### config.mk
export PLATFORM = sky130hd
export DESIGN_NAME = npu_sram_arbiter_flat
export DESIGN_NICKNAME = d
export VERILOG_FILES = /design/src/rtl/npu_sram_arbiter_if.sv /design/src/rtl/npu_sram_arbiter.sv /design/src/flat_wrapper.sv
export SDC_FILE = /design/constraint.sdc
export NUM_CORES = 1
export LEC_CHECK = 0
export ABC_CLOCK_PERIOD_IN_PS = 2600
export CAP_MARGIN = 20
export CORE_ASPECT_RATIO = 0.9
export CORE_MARGIN = 3
export CORE_UTILIZATION = 27
export DETAILED_ROUTE_END_ITERATION = 16
export PLACE_DENSITY = 0.86
export SLEW_MARGIN = 20
export SYNTH_ARGS = -nofsm -noshare
export SYNTH_HDL_FRONTEND = slang
export SYNTH_SLANG_ARGS = --single-unit
### constraint.sdc
create_clock -name clk -period 2.6 [get_ports clk]
set_clock_uncertainty 0.1 [all_clocks]
set_input_delay 0.52 -clock clk [delete_from_list [all_inputs] [get_ports clk]]
set_output_delay 0.52 -clock clk [all_outputs]
set_load 0.03 [all_outputs]
### src/rtl/npu_sram_arbiter_if.sv
// Requester-side and SRAM-side bus bundle for npu_sram_arbiter.
// req_lock exists only when NPU_SRAM_ARB_BURST_EN is defined.
interface npu_sram_arbiter_if #(
  parameter int NUM_REQ = 3,
  parameter int ADDR_W  = 12,
  parameter int DATA_W  = 16
);
  localparam int BE_W = DATA_W / 8;

  logic [NUM_REQ*ADDR_W-1:0] req_address;
  logic [NUM_REQ-1:0]        req_read;
  logic [NUM_REQ-1:0]        req_write;
  logic [NUM_REQ*DATA_W-1:0] req_writedata;
  logic [NUM_REQ*BE_W-1:0]   req_byteenable;
  logic [NUM_REQ-1:0]        req_waitrequest;
  logic [DATA_W-1:0]         req_readdata;
  logic [NUM_REQ-1:0]        req_readdatavalid;
  logic [ADDR_W-1:0]         sram_address;
  logic                      sram_chipselect;
  logic                      sram_write;
  logic [DATA_W-1:0]         sram_writedata;
  logic [BE_W-1:0]           sram_byteenable;
  logic                      sram_clken;
  logic [DATA_W-1:0]         sram_readdata;

`ifdef NPU_SRAM_ARB_BURST_EN
  logic [NUM_REQ-1:0]        req_lock;

  modport slave (
    input  req_address, req_read, req_write, req_writedata, req_byteenable, req_lock,
           sram_readdata,
    output req_waitrequest, req_readdata, req_readdatavalid,
           sram_address, sram_chipselect, sram_write, sram_writedata, sram_byteenable,
           sram_clken
  );

  modport master (
    output req_address, req_read, req_write, req_writedata, req_byteenable, req_lock,
           sram_readdata,
    input  req_waitrequest, req_readdata, req_readdatavalid,
           sram_address, sram_chipselect, sram_write, sram_writedata, sram_byteenable,
           sram_clken
  );
`else
  modport slave (
    input  req_address, req_read, req_write, req_writedata, req_byteenable,
           sram_readdata,
    output req_waitrequest, req_readdata, req_readdatavalid,
           sram_address, sram_chipselect, sram_write, sram_writedata, sram_byteenable,
           sram_clken
  );

  modport master (
    output req_address, req_read, req_write, req_writedata, req_byteenable,
           sram_readdata,
    input  req_waitrequest, req_readdata, req_readdatavalid,
           sram_address, sram_chipselect, sram_write, sram_writedata, sram_byteenable,
           sram_clken
  );
`endif
endinterface

### src/rtl/npu_sram_arbiter.sv
// Round-robin arbiter sharing one SRAM Avalon-MM port between NUM_REQ NPU masters.
// Optional burst locking is enabled by defining NPU_SRAM_ARB_BURST_EN.
module npu_sram_arbiter #(
  parameter int NUM_REQ   = 3,
  parameter int ADDR_W    = 12,
  parameter int DATA_W    = 16
`ifdef NPU_SRAM_ARB_BURST_EN
  , parameter int MAX_BURST = 8
`endif
) (
  input logic              clk,
  input logic              reset,
  npu_sram_arbiter_if.slave bus
);
  localparam int BE_W  = DATA_W / 8;
  localparam int PTR_W = (NUM_REQ > 1) ? $clog2(NUM_REQ) : 1;

  typedef logic [PTR_W-1:0] ptr_t;

  logic [ADDR_W-1:0] addr_slice [NUM_REQ];
  logic [DATA_W-1:0] data_slice [NUM_REQ];
  logic [BE_W-1:0]   be_slice   [NUM_REQ];

  generate
    for (genvar gi = 0; gi < NUM_REQ; gi++) begin : g_slice
      assign addr_slice[gi] = bus.req_address[gi*ADDR_W +: ADDR_W];
      assign data_slice[gi] = bus.req_writedata[gi*DATA_W +: DATA_W];
      assign be_slice[gi]   = bus.req_byteenable[gi*BE_W +: BE_W];
    end
  endgenerate

  logic [NUM_REQ-1:0] active;
  ptr_t               rr_ptr_reg;
  logic [NUM_REQ-1:0] rd_pending_reg;
  logic               rr_found;
  ptr_t               rr_idx;
  logic               grant_valid;
  ptr_t               grant_idx;
  logic [NUM_REQ-1:0] grant_oh;
  logic               accept_read;

  assign active = bus.req_read | bus.req_write;

  function automatic ptr_t next_ptr(input ptr_t p);
    return (p == ptr_t'(NUM_REQ - 1)) ? '0 : p + ptr_t'(1);
  endfunction

  // Search from rr_ptr upward, wrapping, for the first active requester.
  always_comb begin
    int idx;
    rr_found = 1'b0;
    rr_idx   = '0;
    idx      = 0;
    for (int k = 0; k < NUM_REQ; k++) begin
      idx = int'(rr_ptr_reg) + k;
      if (idx >= NUM_REQ) idx = idx - NUM_REQ;
      if (!rr_found && active[ptr_t'(idx)]) begin
        rr_found = 1'b1;
        rr_idx   = ptr_t'(idx);
      end
    end
  end

`ifdef NPU_SRAM_ARB_BURST_EN
  localparam int CNT_W = $clog2(MAX_BURST + 1);
  localparam logic [CNT_W-1:0] MAX_CNT = CNT_W'(MAX_BURST);

  logic             locked_reg;
  ptr_t             lock_id_reg;
  logic [CNT_W-1:0] burst_cnt_reg;
  logic             lock_hit;
  logic             lock_release;

  // The lock owner jumps the queue until it drops lock, goes idle or uses up its burst.
  assign lock_hit     = locked_reg && bus.req_lock[lock_id_reg] && active[lock_id_reg]
                        && (burst_cnt_reg < MAX_CNT);
  assign lock_release = locked_reg && !lock_hit;
  assign grant_valid  = !reset && (lock_hit || rr_found);
  assign grant_idx    = lock_hit ? lock_id_reg : rr_idx;

  always_ff @(posedge clk) begin
    if (reset) begin
      locked_reg    <= 1'b0;
      lock_id_reg   <= '0;
      burst_cnt_reg <= '0;
    end else if (grant_valid && bus.req_lock[grant_idx]) begin
      locked_reg    <= 1'b1;
      lock_id_reg   <= grant_idx;
      burst_cnt_reg <= lock_hit ? burst_cnt_reg + 1'b1 : CNT_W'(1);
    end else if (lock_release) begin
      locked_reg    <= 1'b0;
      burst_cnt_reg <= '0;
    end
  end
`else
  assign grant_valid = !reset && rr_found;
  assign grant_idx   = rr_idx;
`endif

  always_comb begin
    grant_oh = '0;
    if (grant_valid) grant_oh[grant_idx] = 1'b1;
  end

  // A read issued together with a write is dropped: the write wins, no data returns.
  assign accept_read = grant_valid && bus.req_read[grant_idx] && !bus.req_write[grant_idx];

  assign bus.req_waitrequest   = ~grant_oh;
  assign bus.sram_chipselect   = grant_valid;
  assign bus.sram_write        = grant_valid && bus.req_write[grant_idx];
  assign bus.sram_address      = grant_valid ? addr_slice[grant_idx] : '0;
  assign bus.sram_writedata    = grant_valid ? data_slice[grant_idx] : '0;
  assign bus.sram_byteenable   = grant_valid ? be_slice[grant_idx]   : '0;
  assign bus.sram_clken        = 1'b1;
  assign bus.req_readdata      = bus.sram_readdata;
  assign bus.req_readdatavalid = reset ? '0 : rd_pending_reg;

  always_ff @(posedge clk) begin
    if (reset) begin
      rr_ptr_reg     <= '0;
      rd_pending_reg <= '0;
    end else begin
      rd_pending_reg <= accept_read ? grant_oh : '0;
      if (grant_valid) begin
        rr_ptr_reg <= next_ptr(grant_idx);
      end
`ifdef NPU_SRAM_ARB_BURST_EN
      else if (lock_release) begin
        rr_ptr_reg <= next_ptr(lock_id_reg);
      end
`endif
    end
  end

endmodule

### src/flat_wrapper.sv
// flat-port wrapper written by rule: the top's interface ports become plain ports
module npu_sram_arbiter_flat 
#(
  parameter int NUM_REQ   = 3,
  parameter int ADDR_W    = 12,
  parameter int DATA_W    = 16

)
  (clk, reset, bus_req_address, bus_req_read, bus_req_write, bus_req_writedata, bus_req_byteenable, bus_sram_readdata, bus_req_waitrequest, bus_req_readdata, bus_req_readdatavalid, bus_sram_address, bus_sram_chipselect, bus_sram_write, bus_sram_writedata, bus_sram_byteenable, bus_sram_clken);
  npu_sram_arbiter_if #(.NUM_REQ(NUM_REQ), .ADDR_W(ADDR_W), .DATA_W(DATA_W)) bus_i ();
  input logic clk;
  input logic reset;
  input wire logic [$bits(bus_i.req_address)-1:0] bus_req_address;
  input wire logic [$bits(bus_i.req_read)-1:0] bus_req_read;
  input wire logic [$bits(bus_i.req_write)-1:0] bus_req_write;
  input wire logic [$bits(bus_i.req_writedata)-1:0] bus_req_writedata;
  input wire logic [$bits(bus_i.req_byteenable)-1:0] bus_req_byteenable;
  input wire logic [$bits(bus_i.sram_readdata)-1:0] bus_sram_readdata;
  output wire logic [$bits(bus_i.req_waitrequest)-1:0] bus_req_waitrequest;
  output wire logic [$bits(bus_i.req_readdata)-1:0] bus_req_readdata;
  output wire logic [$bits(bus_i.req_readdatavalid)-1:0] bus_req_readdatavalid;
  output wire logic [$bits(bus_i.sram_address)-1:0] bus_sram_address;
  output wire logic [$bits(bus_i.sram_chipselect)-1:0] bus_sram_chipselect;
  output wire logic [$bits(bus_i.sram_write)-1:0] bus_sram_write;
  output wire logic [$bits(bus_i.sram_writedata)-1:0] bus_sram_writedata;
  output wire logic [$bits(bus_i.sram_byteenable)-1:0] bus_sram_byteenable;
  output wire logic [$bits(bus_i.sram_clken)-1:0] bus_sram_clken;
  assign bus_i.req_address = bus_req_address;
  assign bus_i.req_read = bus_req_read;
  assign bus_i.req_write = bus_req_write;
  assign bus_i.req_writedata = bus_req_writedata;
  assign bus_i.req_byteenable = bus_req_byteenable;
  assign bus_i.sram_readdata = bus_sram_readdata;
  assign bus_req_waitrequest = bus_i.req_waitrequest;
  assign bus_req_readdata = bus_i.req_readdata;
  assign bus_req_readdatavalid = bus_i.req_readdatavalid;
  assign bus_sram_address = bus_i.sram_address;
  assign bus_sram_chipselect = bus_i.sram_chipselect;
  assign bus_sram_write = bus_i.sram_write;
  assign bus_sram_writedata = bus_i.sram_writedata;
  assign bus_sram_byteenable = bus_i.sram_byteenable;
  assign bus_sram_clken = bus_i.sram_clken;
  npu_sram_arbiter #(.NUM_REQ(NUM_REQ), .ADDR_W(ADDR_W), .DATA_W(DATA_W)) u_core (.clk(clk), .reset(reset), .bus(bus_i));
endmodule
==> flow_metrics.tcl <==
set metrics [dict create \
    final-seq-area_sq_um 105 \
    finalWorstPathRequiredPeriod_ps 3160 \
    fp.dieH_um 79.5 \
    die_area_sq_um 6960 \
    final_cells 472 \
    cts_buffer_depth 2 \
    drcViolationCount 0 \
    timing.final.ws_setup_ps -557 \
    drtAntennaViolNets 0 \
    antenna_found_initial 0 \
    timing.final.crit_share_pct 121 \
    clkSinkCount 5 \
    gr-total-overflow 0 \
    dp_slack_ps -939 \
    wl_per_cell_um 19.7 \
    final_area_sq_um 4360 \
    cp-start-kind "flop" \
    yosys.area.top_type_share_pct 26.0 \
    yosysTopAreaCell "a311oi_2" \
    dpl.hpwl_mm 5.85 \
    first_pass_iters 4 \
    ys_seq_area_share_pct 6.18 \
    rsz0062_at_grt "yes" \
    p_leak_nw 1.67 \
    hold_viol 0 \
    clk_latency_ps 230 \
    dp.cells 442 \
    tritoncts "done" \
    syn_nets 352 \
    yosysMostFrequentCell "nand2_1" \
    pwr_density_cell_nw_per_um2 1320 \
    initial_utilization_pct 28.3 \
    grt_pass1_wl_mm 13.0 \
    synth_area_leaders "a311oi_2 (26%), nand2_1 (15%), buf_4 (12%)" \
    synth_commonest_cells "nand2_1 (64), nor2_1 (37), a311oi_2 (28), buf_4 (25)" \
    fillers 332 \
    synth-edff-count 0 \
    die-width_um 87.6 \
    critPathKind "flop to output pin" \
    drv_cap 0 \
    grt_usage_pct 24.0 \
    gp_congestion 0.959 \
    viasPerCell 5.29 \
    rows 26 \
    ir_drop_uv 1050 \
    power_mw 5.76 \
    core_sq_um 5730 \
    syn_avg_cell_area_sq_um 6.89 \
    nNetsFinal 520 \
    ctsHoldBuffers 0 \
    setup_viol 36 \
    drive_above_1_share_pct 51.5 \
    cts-buffers-inserted 3 \
    tns_ps -17500 \
    clock.fmax_mhz 317 \
    synthCells 235 \
    syn_area_sq_um 1620 \
    yosysWarnings 0 \
    largest_register_ffs 3 \
    synth_seq_cells 5 \
    area_growth_pct 169 \
    cp_max_fo 7 \
    cts.clk_slew.worst_paths_ps 40 \
    endpoint_kind "output pin" \
    cts-root-buf "clkbuf_8" \
    arrival_ps 2540 \
    violations "negative setup slack" \
    async_flop_share_pct 0 \
    holdCritPathClass "flop to flop" \
    synth_cell_types 44 \
    ios 169 \
    io_buffers 135 \
    wl_mm 9.29 \
    htreeDepth 1 \
    ys.flop_type "dfxtp_1" \
    initialDrtViolationCount 89 \
    placed_area_sq_um 3500 \
    slew_violations 0 \
    grt_start_max_net_pins 26 \
    grt_pass1_vias 2617 \
    multi_input_area_sq_um 1920 \
    vias 2496 \
    worstPathRequired_ps 1980 \
    diodes 0 \
    outcome "finished with violations" \
]
==> cells in the final DEF (no fill, tap or decap), drive strengths merged, types with 2 or more instances in the layout <==
cell / instances
nor2: 38
or3: 2
clkdlybuf4s15: 4
nor3: 2
ha: 3
nand3b: 3
a21oi: 7
dfxtp: 5
nand2b: 6
nand2: 64
a211oi: 3
o22ai: 2
buf: 103
or2: 5
o32ai: 2
clkbuf: 3
clkdlybuf4s50: 91
nor2b: 3
a311oi: 31
inv: 3
o21ai: 4
dlygate4sd2: 2
==> worst paths after layout <==
kind / from / endpoint / slack [ps] / depth (start not counted)
worst min-delay path: u_core.rr_ptr_reg[1] / u_core.rr_ptr_reg[1] / 480 / 2
worst max register to register: u_core.rr_ptr_reg[1] / u_core.rd_pending_reg[1] / -20 / 13
worst min register to register: u_core.rr_ptr_reg[1] / u_core.rr_ptr_reg[1] / 480 / 2
worst max-delay path: u_core.rr_ptr_reg[0] / bus_sram_writedata[11] / -560 / 12
==> area by class of cell <==
| class | count | share of cell area [%] |
|---|---|---|
| sequential | 5 | 2.41 |
| clock inverter | 1 | 0.115 |
| tap | 70 | 2.01 |
| timing repair buffer | 200 | 49.9 |
| multi-input combinational | 189 | 44.1 |
| clock buffer | 3 | 0.947 |
| inverter | 4 | 0.488 |
==> per-layer routing <==
layer  vias up  global-route usage (%)  wire length, um
met4         0                    10.4              364
met1      1168                    24.3             3270
met5         -                       0                0
li1       1152                       -                -
met2       141                    46.2             4860
met3        35                    5.26              794
==> where the power goes <==
group | leakage, nW | switching, mW | internal [mW] | total (mW)
clock | 0.0255 | 0.0473 | 0.104 | 0.151
combinational | 1.60 | 2.81 | 2.68 | 5.48
sequential | 0.0418 | 0.0201 | 0.103 | 0.123
total | 1.67 | 2.87 | 2.88 | 5.76
==> metrics by stage <==
stage / utilization, % / hold slack (ps)
finish: 76.2 / 480
global route: 76.2 / 508
CTS: 73.4 / 464
detailed placement: 61.1 / 470
global placement: 61.1 / 427
floorplan: - / 382
==> logic make-up after synthesis <==
kind of cell	share of synthesized area, %
flip-flops	6.18
other	0.232
buffers and inverters	16.3
AO/OA/AOI/OAI	38.6
adder cells (fa/ha/maj)	2.32
AND/OR/NAND/NOR	36.4
==> critical path, stage by stage (launching register included) <==
cell and delay, ps:
dfxtp_2 350, inv_2 50, ha_4 180, nand2b_4 150, buf_6 120, o32ai_2 250
and3b_2 240, a31o_4 140, buf_12 160, buf_12 130, nor2_1 80, a311oi_4 260
buf_6 180
==> timing repair <==
item,CTS,global route
cloned,7,0
endpoints found under the hold margin,0,0
endpoints found under the setup margin,36,36
pin swaps,33,19
resized for setup,128,50
buffers inserted,14,11
Note: power is estimated with default switching activity, not from simulation.
==> patch: new RTL, same settings <==
`DATA_W` is set to 16 in 3 places; all go to 32.
--- a/src/rtl/npu_sram_arbiter_if.sv
+++ b/src/rtl/npu_sram_arbiter_if.sv
@@ -3,7 +3,7 @@
 interface npu_sram_arbiter_if #(
   parameter int NUM_REQ = 3,
   parameter int ADDR_W  = 12,
-  parameter int DATA_W  = 16
+  parameter int DATA_W  = 32
 );
   localparam int BE_W = DATA_W / 8;
 
--- a/src/rtl/npu_sram_arbiter.sv
+++ b/src/rtl/npu_sram_arbiter.sv
@@ -3,7 +3,7 @@
 module npu_sram_arbiter #(
   parameter int NUM_REQ   = 3,
   parameter int ADDR_W    = 12,
-  parameter int DATA_W    = 16
+  parameter int DATA_W    = 32
 `ifdef NPU_SRAM_ARB_BURST_EN
   , parameter int MAX_BURST = 8
 `endif
--- a/src/flat_wrapper.sv
+++ b/src/flat_wrapper.sv
@@ -3,7 +3,7 @@
 #(
   parameter int NUM_REQ   = 3,
   parameter int ADDR_W    = 12,
-  parameter int DATA_W    = 16
+  parameter int DATA_W    = 32
 
 )
   (clk, reset, bus_req_address, bus_req_read, bus_req_write, bus_req_writedata, bus_req_byteenable, bus_sram_readdata, bus_req_waitrequest, bus_req_readdata, bus_req_readdatavalid, bus_sram_address, bus_sram_chipselect, bus_sram_write, bus_sram_writedata, bus_sram_byteenable, bus_sram_clken);
Ports: changed (6 resized); port bits go from 169 to 273. No check against the original RTL was run, so the function may have changed too.
==> patch against the original RTL <==
  * The run still ends with negative setup slack left
  * Highest routed layer unchanged
  * Largest cell class unchanged
  * Global-route usage rose by 3.5 points
  * Sequential cell count did not move
  * Total power rose by 39%
  * Non-clock buffer count rose by 94
  * Wire length rose by 50%
  * Synthesized area rose by 38%
  * Final area rose by 47%
  * Synthesized cell count rose by 12%
  * Worst setup slack got worse by 0.15 ns
==> patch: results (changes against the original RTL) <==
* Setup slack after layout at -0.705 ns (-0.149 ns)
* Failing checks: negative setup slack
* P_sw at 3.63 mW (+26%)
* Layout cells sized above 1 at 0.552 (+0.0375)
* Setup Fix Bufs, Post-CTS at 26 (+12)
* Net Count, Synth at 451 (+28%)
* Fill count at 412 (+24%)
* Worst reg2reg setup slack at -0.06 ns (-0.04 ns)
* Syn_area_per_cell at 8.45 µm² (+23%)
* Comb power frac at 0.963 (+0.011)
* Worst hold slack at 0.417 ns (-0.0633 ns)
* Area growth from synthesis to layout at 187%
* DRT Wirelength at 13,900 µm (+50%)
* Lkg Pwr at 2.40 nW (+44%)
* Setup-failing EPs final at 54 (+50%)
* Leading cell types by count after synthesis: 51 x nor2_1, 49 x mux2i_1, 47 x a211oi_2, 33 x buf_4, 14 x buf_2
* Via count at 3,149 (+26%)
* Placed cell count at 558 (+26%)
* Average wire per standard cell at 23.2 µm (+18%)
* Status: finished with violations
* Clk pwr share at 0.018 (-0.008)
* Tot GR Track Use at 0.275 (+0.0350)
* Critical path arrival at 2.69 ns (+0.15 ns)
* Port Buf Inserts at 207 (+53%)
* Post-CTS Resized at 155 (+21%)
* Final TNS setup at -32.38 ns (-14.87 ns)
* Detailed placement HPWL at 9050 µm (+55%)
* Max stage delay on crit path at 0.39 ns (+0.04 ns)
-- patch: changes by cell type after synthesis, moves of 4 or more --
cell	unedited run	this run
nand2_1	64	2
mux2i_1	0	49
a211oi_2	1	47
a311oi_2	28	0
nor2_1	37	51
buf_4	25	33
buf_2	7	14
buf_12	0	5
nand2b_1	5	1
-- patch: area by class of cell --
type / instances / share of cell area
clock buffers: 4 / 0.00703
inverters: 6 / 0.00430
multi-input cells: 196 / 0.439
flip-flops and latches: 5 / 0.0168
well taps: 96 / 0.0188
repair buffers: 294 / 0.515
-- patch: logic make-up (layout without fill, tap and decap cells) --
group                      count (synthesis)  in the layout  synth area share
buffers and inverters                     63            304             0.216
AOI/OAI and AO/OA                         69             69             0.343
other                                      1              1           0.00168
adders and majority gates                  3              3            0.0168
DFF                                        5              5            0.0449
muxes                                     50             50             0.225
and+or+nand+nor                           73             73             0.153
-- patch: routing by layer --
metal,routed length (µm),global-route usage
met1,4600,0.282
met2,7780,0.538
met3,1120,0.0616
met4,437,0.0874
met5,0,0
